--- config.mk ---
export PLATFORM = sky130hd
export DESIGN_NAME = shift_sequencer
export DESIGN_NICKNAME = d
export VERILOG_FILES = /design/src/rtl/shift_sequencer.sv
export SDC_FILE = /design/constraint.sdc
export NUM_CORES = 1
export LEC_CHECK = 0
export ABC_CLOCK_PERIOD_IN_PS = 1400
export CAP_MARGIN = 40
export CORE_AREA = 2 2 64 66
export CTS_BUF_LIST = sky130_fd_sc_hd__clkbuf_8
export CTS_CLUSTER_DIAMETER = 40
export DETAILED_ROUTE_END_ITERATION = 16
export DIE_AREA = 0 0 66 68
export GPL_TIMING_DRIVEN = 0
export PLACE_DENSITY_LB_ADDON = 0.12
export SLEW_MARGIN = 40
export SYNTH_ARGS = -nofsm -noshare
export SYNTH_HDL_FRONTEND = slang
export SYNTH_SLANG_ARGS = --single-unit
--- constraint.sdc ---
create_clock -name clk -period 1.4 [get_ports clk]
set_input_delay 0.14 -clock clk [delete_from_list [all_inputs] [get_ports clk]]
set_output_delay 0.14 -clock clk [all_outputs]
set_load 0.05 [all_outputs]
--- src/rtl/shift_sequencer.sv ---
// shift_sequencer: multi-cycle shift/rotate controller that feeds the ALU's
// single-step shifter. It captures one operand, a mode and an amount, then
// applies the same 1-bit step once per clock until the amount runs out. The
// final word is presented with a one-cycle done pulse.
//
// Ports:
//   clk         rising-edge clock
//   rst_n       synchronous active-low reset
//   start       request pulse, only sampled in IDLE
//   A           operand, captured on the accepted start
//   amt         shift count, captured on the accepted start (saturates at WIDTH)
//   S2, S3      mode bits {S2,S3}: 00 ror, 01 rol, 10 lsr, 11 lsl
//   busy        high while shifting
//   done        one-cycle pulse, result valid
//   result      shifted word, held from done until the next accepted start
//   steps_left  remaining step count (debug), 0 in IDLE and DONE
module shift_sequencer #(
    parameter int WIDTH = 8,
    parameter int AMT_W = $clog2(WIDTH) + 1
) (
    input  logic             clk,
    input  logic             rst_n,
    input  logic             start,
    input  logic [WIDTH-1:0] A,
    input  logic [AMT_W-1:0] amt,
    input  logic             S2,
    input  logic             S3,
    output logic             busy,
    output logic             done,
    output logic [WIDTH-1:0] result,
    output logic [AMT_W-1:0] steps_left
);

    localparam logic [1:0] ST_IDLE  = 2'd0;
    localparam logic [1:0] ST_SHIFT = 2'd1;
    localparam logic [1:0] ST_DONE  = 2'd2;

    localparam logic [AMT_W-1:0] AMT_MAX = AMT_W'(WIDTH);

    logic [1:0]       state_q, state_d;
    logic [WIDTH-1:0] work_q, work_d;
    logic [1:0]       mode_q, mode_d;
    logic [AMT_W-1:0] steps_q, steps_d;
    logic [WIDTH-1:0] result_q, result_d;

    logic [AMT_W-1:0] amt_eff;
    logic [WIDTH-1:0] work_step;

    // One 1-bit step of the selected operation.
    function automatic logic [WIDTH-1:0] step1(input logic [WIDTH-1:0] v,
                                               input logic [1:0] m);
        logic [WIDTH-1:0] r;
        case (m)
            2'b00:   r = {v[0], v[WIDTH-1:1]};
            2'b01:   r = {v[WIDTH-2:0], v[WIDTH-1]};
            2'b10:   r = {1'b0, v[WIDTH-1:1]};
            default: r = {v[WIDTH-2:0], 1'b0};
        endcase
        return r;
    endfunction

    // Amounts beyond WIDTH behave exactly like WIDTH.
    assign amt_eff   = (amt > AMT_MAX) ? AMT_MAX : amt;
    assign work_step = step1(work_q, mode_q);

    always_comb begin
        state_d  = state_q;
        work_d   = work_q;
        mode_d   = mode_q;
        steps_d  = steps_q;
        result_d = result_q;
        case (state_q)
            ST_IDLE: begin
                if (start) begin
                    work_d = A;
                    mode_d = {S2, S3};
                    if (amt_eff == '0) begin
                        // Nothing to shift: report the operand straight away.
                        steps_d  = '0;
                        result_d = A;
                        state_d  = ST_DONE;
                    end else begin
                        steps_d = amt_eff;
                        state_d = ST_SHIFT;
                    end
                end
            end
            ST_SHIFT: begin
                work_d  = work_step;
                steps_d = steps_q - 1'b1;
                if (steps_q == AMT_W'(1)) begin
                    result_d = work_step;
                    state_d  = ST_DONE;
                end
            end
            ST_DONE: begin
                state_d = ST_IDLE;
            end
            default: begin
                state_d = ST_IDLE;
                steps_d = '0;
            end
        endcase
    end

    always_ff @(posedge clk) begin
        if (!rst_n) begin
            state_q  <= ST_IDLE;
            work_q   <= '0;
            mode_q   <= 2'b00;
            steps_q  <= '0;
            result_q <= '0;
        end else begin
            state_q  <= state_d;
            work_q   <= work_d;
            mode_q   <= mode_d;
            steps_q  <= steps_d;
            result_q <= result_d;
        end
    end

    assign busy       = (state_q == ST_SHIFT);
    assign done       = (state_q == ST_DONE);
    assign result     = result_q;
    assign steps_left = steps_q;

endmodule

==> flow_metrics.env, run 1 <==
export IMPL_library_cell_contributing_the_largest_single_delay_on_the_critical_path="sky130_fd_sc_hd__or3b_4"
export IMPL_p_per_area_mw_per_mm2=982
export IMPL_numClockSinks=24
export IMPL_seq_power_share_pct=43.1
export IMPL_netSwitchingFraction_pct=32.2
export IMPL_clk_transition_reported_paths_ns=0.08
export IMPL_cts_tree="done"
export IMPL_post_synth_instance_area_sq_mm=0.00130
export IMPL_fp_dieArea_sq_mm=0.00449
export IMPL_setup_tns_final_ns=-0.544
export IMPL_cts_buffer_depth=2
export IMPL_r2r_start="steps_left[1]$_SDFFE_PN0P_"
export IMPL_fin_worst_skew_ns=0.00391
export IMPL_max_freq_mhz=674
export IMPL_drt_pre_antenna_iters=5
export IMPL_adder_cell_fraction_of_synth_area_pct=1.93
export IMPL_grt_pass1_wl_microns=5090
export IMPL_synth_simple_gate_area_share_pct=21.1
export IMPL_die_width_microns=66
export IMPL_core_sq_mm=0.00386
export IMPL_critPathRequiredTime_ns=1.55
export IMPL_ys_dominant_reg_cell="sky130_fd_sc_hd__dfxtp_1"
export IMPL_crit_arrival_ns=1.63
export IMPL_finalWirelength_microns=3180
export IMPL_max_slew_margin_pct=67.8
export IMPL_setup_viol=9
export IMPL_io_pin_count=31
export IMPL_start_util_pct=33.6
export IMPL_num_fill_cells=400
export IMPL_yosys_warnings=0
export IMPL_netlist_cell_type_count=40
export IMPL_cts_hold_fix_buffers=0
export IMPL_ys_ff_latch=24
export IMPL_vias_per_cell=5.06
export IMPL_place_port_buffers=29
export IMPL_hold_fails_final_rpt=0
export IMPL_detailroute_via_count=1194
export IMPL_routedWlPerCell_microns=13.5
export IMPL_gr_total_overflow=0
export IMPL_edff_count_synth=0
export IMPL_dominant_combinational_cell_family_by_area_after_synthesis="compound AO/OA/AOI/OAI gates"
export IMPL_place_congestion=0.845
export IMPL_grt_max_degree=14
export IMPL_worstSetupPathType="register to register"
export IMPL_worst_slew_pin_transition_ns=0.484
export IMPL_rows=23
export IMPL_net_switching_power_mw=0.592
export IMPL_maxSlewViolCount=0
export IMPL_path_delay_family="simple AND/OR/NAND/NOR gates"
export IMPL_initialDrtViolationCount=47
export IMPL_syn_area_per_cell_sq_um=8.89
export IMPL_final_core_utilization_pct=48.5
export IMPL_cp_end_kind="register"
export IMPL_portion_of_the_clock_cycle_consumed_by_the_worst_path_in_the_final_layout_pct=106
export IMPL_worstSkewPairLatency_ns=0.26
export IMPL_drv_cap=0
export IMPL_compound_gate_portion_of_the_synthesized_area_pct=28.2
export IMPL_worst_setup_path_start_kind="register"
export IMPL_grt_setup_unrepaired="yes"
export IMPL_critPathMaxStageDelay_ns=0.39
export IMPL_critical_path_peak_fanout=5
export IMPL_post_synth_arst_share_pct=0
export IMPL_numCtsBuffers=3
export IMPL_syn_nets=165
export IMPL_min_delay_start="rst_n"
export IMPL_intPower_mw=1.24
export IMPL_power_frac_comb_pct=31.7
export IMPL_nets=206
export IMPL_critical_path_buf_inv_count=2
export IMPL_post_route_cells_drive_above_1_share_pct=29.6
export IMPL_cells_traversed_along_the_worst_timing_path="inv_4 > ha_4 > or3b_4 > a2bb2oi_4 > buf_8 > nand3_2 > o31ai_2"
export IMPL_status="finished with violations"
export IMPL_total_global_route_track_usage_pct=14.7
export IMPL_synthMuxAreaShare_pct=5.40
export IMPL_fraction_of_power_consumed_by_the_clock_network_pct=25.2
export IMPL_violations="setup timing"
export IMPL_n_antenna_cell=0
export IMPL_detailedPlacementHpwl_microns=2360
export IMPL_preCtsSetupSlack_ns=-0.474
export IMPL_setup_slack_ns=-0.0844
export IMPL_cts_root_buffer="sky130_fd_sc_hd__clkbuf_8"
export IMPL_yosys_area_share_xor_xnor_pct=0.675
export IMPL_h_tree_depth=1
export IMPL_ir_worst_vdd_mv=0.686
export IMPL_area_growth_pct=44.1
export IMPL_final_period_minus_worst_setup_slack_ns=1.48
export IMPL_number_of_global_route_vias_before_repair=1053
export IMPL_worstHoldPathType="input port to register"
export IMPL_number_of_antenna_violations_at_the_first_check_in_global_routing=0
export IMPL_leakagePower_nw=0.727
export IMPL_postSynthCellCount=146
export IMPL_critPathLaunch="steps_left[1]$_SDFFE_PN0P_"
export IMPL_remaining_drc_errors=0
export IMPL_yosysSeqAreaShare_pct=37.0
export IMPL_die_h_microns=68
export IMPL_antenna_left=0
## cells in the final DEF (no fill, tap or decap), types with 7 or more instances in the layout
cell                              Yosys  final
sky130_fd_sc_hd__o211ai_1            12     12
sky130_fd_sc_hd__nand3_2              3      8
sky130_fd_sc_hd__mux2i_1              7      7
sky130_fd_sc_hd__dlygate4sd2_1        0     11
sky130_fd_sc_hd__a21oi_1             13     12
sky130_fd_sc_hd__nor2_1               8      8
sky130_fd_sc_hd__clkdlybuf4s50_1      0     14
sky130_fd_sc_hd__dfxtp_1             24     18
sky130_fd_sc_hd__nand2_1             13     13
## state kept, by name, indices dropped and copies added, names as in the netlist
| name | cells |
|---|---|
| steps_left | 4 |
| work_q | 8 |
| state_q | 2 |
| mode_q | 2 |
| result | 8 |
## final cells by class
cell class,instances,area (sq um),area share (%)
multi-input cells,107,812,43.4
flip-flops and latches,24,495,26.5
well taps,50,62.6,3.35
plain buffers,9,66.3,3.55
clock buffers,4,55.1,2.95
inverters,6,27.5,1.47
repair buffers,36,350,18.7
## final timing paths
kind                            slack (ns)                     end  depth (start not counted)
worst max-delay path                 -0.08  result[7]$_SDFFE_PN0P_                          7
worst min-delay path                  0.33  result[0]$_SDFFE_PN0P_                          3
worst max register to register       -0.08  result[7]$_SDFFE_PN0P_                          7
worst min register to register        0.46  result[1]$_SDFFE_PN0P_                          2
## Yosys cell counts, drive strengths merged, types with 2 or more instances
cell | number | area (sq um)
dfxtp | 24 | 480
a21oi | 13 | 65.1
nand2 | 13 | 48.8
o211ai | 12 | 90.1
o21ai | 11 | 77.6
nand3 | 8 | 55.1
nor2 | 8 | 30.0
buf | 7 | 43.8
mux2i | 7 | 70.1
inv | 6 | 22.5
a2bb2oi | 3 | 43.8
nand2b | 3 | 26.3
nor2b | 3 | 18.8
nor3 | 3 | 15.0
nor3b | 3 | 27.5
clkbuf | 2 | 7.51
ha | 2 | 25.0
o22ai | 2 | 12.5
o31ai | 2 | 15.0
or3 | 2 | 12.5
## routing by layer
metal | GRT usage [%] | routed length [microns]
met4 | 3.06 | 21
met2 | 22.5 | 1480
met5 | 0 | 0
met1 | 21.6 | 1520
met3 | 2.47 | 162
## power by group through the flow
stage / combinational [mW] / clock [mW] / sequential [mW]
after CTS: 0.552 / 0.484 / 0.791
after global placement: 0.531 / 0 / 0.805
after detailed placement: 0.532 / 0 / 0.806
after global routing: 0.631 / 0.517 / 0.801
after floorplan: 0.300 / 0 / 0.869
final: 0.583 / 0.463 / 0.791
## metrics by stage
stage	area [sq um]	instances	hold slack (ns)	total power [mW]
2_1_floorplan	1320	146	0.276	1.17
3_3_place_gp	1680	225	0.449	1.34
3_5_place_dp	1680	225	0.454	1.34
4_1_cts	1810	234	0.311	1.83
5_1_grt	1870	236	0.361	1.95
6_report	1870	236	0.334	1.84
## worst reg2reg max path: stages (launching register included)
cell	delay, ns
sky130_fd_sc_hd__dfxtp_4	0.36
sky130_fd_sc_hd__inv_4	0.06
sky130_fd_sc_hd__ha_4	0.10
sky130_fd_sc_hd__or3b_4	0.39
sky130_fd_sc_hd__a2bb2oi_4	0.19
sky130_fd_sc_hd__buf_8	0.16
sky130_fd_sc_hd__nand3_2	0.06
sky130_fd_sc_hd__o31ai_2	0.06
## kinds of logic after synthesis
family	after synthesis
XOR/XNOR	1
adder cells (fa/ha/maj)	2
multiplexers	7
AO/OA/AOI/OAI	50
buffers and inverters	15
flip-flops	24
AND/OR/NAND/NOR	47
## repair_timing
item                       4_1_cts  5_1_grt
pin swaps                        9        1
gates cloned                     1        0
hold endpoints to repair         0        0
setup buffers                    4        2
setup endpoints to repair       29       15
resized for setup               35       16
(Power assumes the default switching activity.)
==> run 2: changes to the inputs <==
Settings changed: CELL_PAD_IN_SITES_DETAIL_PLACEMENT set to 1, CELL_PAD_IN_SITES_GLOBAL_PLACEMENT set to 1, CORE_AREA 2 2 64 66 to 2 2 65 67, DIE_AREA 0 0 66 68 to 0 0 67 69.
==> run 2 against run 1 <==
Against the previous run: the flow still finishes with violations (setup timing); clock skew increased by 0.0034 ns; critical path depth did not move; via count grew 3.5%; die area increased by 3.0%; global-route usage grew 1.7 points; sequential cell count stayed put; combinational power is 3.4% higher; clock power rose by 38%; first-iteration DRC count rose by 26%; sequential power barely moved; worst setup slack worse by 0.036 ns.
==> flow_metrics.env, run 2 (synthesis gave the netlist of run 1 again) <==
export IMPL_status="finished with violations"
export IMPL_violations="setup timing"
export IMPL_seq_power_share_pct=39.0
export IMPL_place_congestion=0.758
export IMPL_h_tree_depth=1
export IMPL_antenna_left=0
export IMPL_drt_pre_antenna_iters=4
export IMPL_setup_slack_ns=-0.121
export IMPL_place_port_buffers=29
export IMPL_r2r_setup_slack_ns=-0.12
export IMPL_numClockSinks=24
export IMPL_fraction_of_power_consumed_by_the_clock_network_pct=31.4
export IMPL_worstSkewPairLatency_ns=0.28
export IMPL_cp_end_kind="register"
export IMPL_net_switching_power_mw=0.647
export IMPL_cts_tree="done"
export IMPL_max_freq_mhz=658
export IMPL_num_fill_cells=468
export IMPL_io_pin_count=31
export IMPL_grt_pass1_wl_microns=5820
export IMPL_drv_cap=0
export IMPL_final_cell_mix="18 x sky130_fd_sc_hd__dfxtp_1, 14 x sky130_fd_sc_hd__clkdlybuf4s50_1, 13 x sky130_fd_sc_hd__a21oi_1, 13 x sky130_fd_sc_hd__nand2_1, 12 x sky130_fd_sc_hd__o211ai_1"
export IMPL_most_common_cell_after_layout_fill_and_taps_aside="sky130_fd_sc_hd__dfxtp_1"
export IMPL_ir_worst_vdd_mv=0.684
export IMPL_number_of_global_route_vias_before_repair=1174
export IMPL_netSwitchingFraction_pct=31.8
export IMPL_nets=209
export IMPL_cts_root_buffer="sky130_fd_sc_hd__clkbuf_8"
export IMPL_final_period_minus_worst_setup_slack_ns=1.52
export IMPL_initialDrtViolationCount=59
export IMPL_number_of_antenna_violations_at_the_first_check_in_global_routing=0
export IMPL_grt_setup_unrepaired="yes"
export IMPL_numCtsBuffers=3
export IMPL_power_frac_comb_pct=29.6
export IMPL_placement_cell_area_sq_mm=0.00168
export IMPL_critPathRequiredTime_ns=1.56
export IMPL_max_slew_margin_pct=67.1
export IMPL_rows=23
export IMPL_grt_util_met1_pct=24.6
export IMPL_cts_buffer_depth=2
export IMPL_gr_usage_met2_pct=23.7
export IMPL_finalWirelength_microns=3670
export IMPL_worstHoldPathType="input port to register"
export IMPL_setup_viol=9
export IMPL_detailedPlacementHpwl_microns=2660
export IMPL_hold_fails_final_rpt=0
export IMPL_start_util_pct=33.2
export IMPL_total_global_route_track_usage_pct=16.4
export IMPL_layout_cell_area_non_filler_sq_mm=0.00189
export IMPL_remaining_drc_errors=0
export IMPL_grt_max_degree=15
export IMPL_clk_transition_reported_paths_ns=0.10
export IMPL_crit_arrival_ns=1.68
export IMPL_leakagePower_nw=0.749
export IMPL_maxSlewViolCount=0
export IMPL_core_sq_mm=0.00391
export IMPL_worst_slew_pin_transition_ns=0.495
export IMPL_vias_per_cell=5.17
export IMPL_design_power_total_mw=2.03
export IMPL_fp_dieArea_sq_mm=0.00462
export IMPL_post_route_cells_drive_above_1_share_pct=27.5
export IMPL_routedWlPerCell_microns=15.4
export IMPL_worst_setup_path_start_kind="register"
export IMPL_critical_path_peak_fanout=6
export IMPL_die_width_microns=67
export IMPL_area_growth_pct=45.8
export IMPL_worstSetupPathType="register to register"
export IMPL_n_antenna_cell=0
export IMPL_detailroute_via_count=1236
export IMPL_die_h_microns=69
export IMPL_setup_tns_final_ns=-0.878
export IMPL_met3_usage_pct=2.77
export IMPL_fin_worst_skew_ns=0.00730
export IMPL_intPower_mw=1.39
export IMPL_p_per_area_mw_per_mm2=1070
export IMPL_gr_total_overflow=0
export IMPL_portion_of_the_clock_cycle_consumed_by_the_worst_path_in_the_final_layout_pct=109
export IMPL_busiest_layer="met1"
==> run 2: through the flow <==
stage	std cells	worst slack (ns)	utilization (%)	hold slack, ns
3_3_place_gp	225	-0.498	42.8	0.450
3_5_place_dp	225	-0.500	42.8	0.463
6_report	239	-0.121	48.3	0.295
4_1_cts	234	-0.123	46.3	0.295
5_1_grt	239	-0.174	48.3	0.336
2_1_floorplan	146	-0.150	-	0.276
==> run 2: worst max-delay path: stages (launching register included) <==
cell	delay [ns]
sky130_fd_sc_hd__dfxtp_4	0.36
sky130_fd_sc_hd__inv_4	0.06
sky130_fd_sc_hd__ha_4	0.10
sky130_fd_sc_hd__or3b_4	0.39
sky130_fd_sc_hd__a2bb2oi_4	0.20
sky130_fd_sc_hd__buf_8	0.17
sky130_fd_sc_hd__nand3_2	0.06
sky130_fd_sc_hd__o31ai_2	0.06
==> run 2: layout make-up <==
class                           instances  area (sq um)  share of cell area [%]
Buffer                                  9          66.3                    3.51
Clock buffer                            3          41.3                    2.18
Clock inverter                          1          30.0                    1.59
Inverter                                6          27.5                    1.46
Multi-Input combinational cell        107           790                    41.7
Sequential cell                        24           498                    26.3
Tap cell                               50          62.6                    3.31
Timing Repair Buffer                   39           377                    19.9
==> run 2: what timing repair did <==
action                                  4_1_cts  5_1_grt
hold buffers                                  0        0
setup buffers                                 4        5
endpoints found under the setup margin       31       15
gates resized for setup                      34       15
pin swaps                                     1        1
cloned                                        1        0
==> run 2: path summary, 6_finish.rpt <==
kind,start,to,cells past startpoint
min,rst_n,result[7]$_SDFFE_PN0P_,3
min reg2reg,result[1]$_SDFFE_PN0P_,result[1]$_SDFFE_PN0P_,2
max,steps_left[1]$_SDFFE_PN0P_,result[0]$_SDFFE_PN0P_,7
max reg2reg,steps_left[1]$_SDFFE_PN0P_,result[0]$_SDFFE_PN0P_,7
==> run 2: power by group through the flow <==
stage / Clock [mW] / Combinational (mW) / Sequential (mW)
final: 0.638 / 0.603 / 0.793
after global routing: 0.677 / 0.653 / 0.804
after CTS: 0.650 / 0.561 / 0.792
after detailed placement: 0 / 0.540 / 0.809
after global placement: 0 / 0.531 / 0.806
after floorplan: 0 / 0.300 / 0.869
==> run 2: routing by layer <==
| metal | vias to the layer above | part of all wire (%) |
|---|---|---|
| met3 | 5 | 3.2 |
| met1 | 588 | 49 |
| li1 | 620 | - |
| met5 | - | 0 |
| met2 | 23 | 46 |
| met4 | 0 | 1.3 |
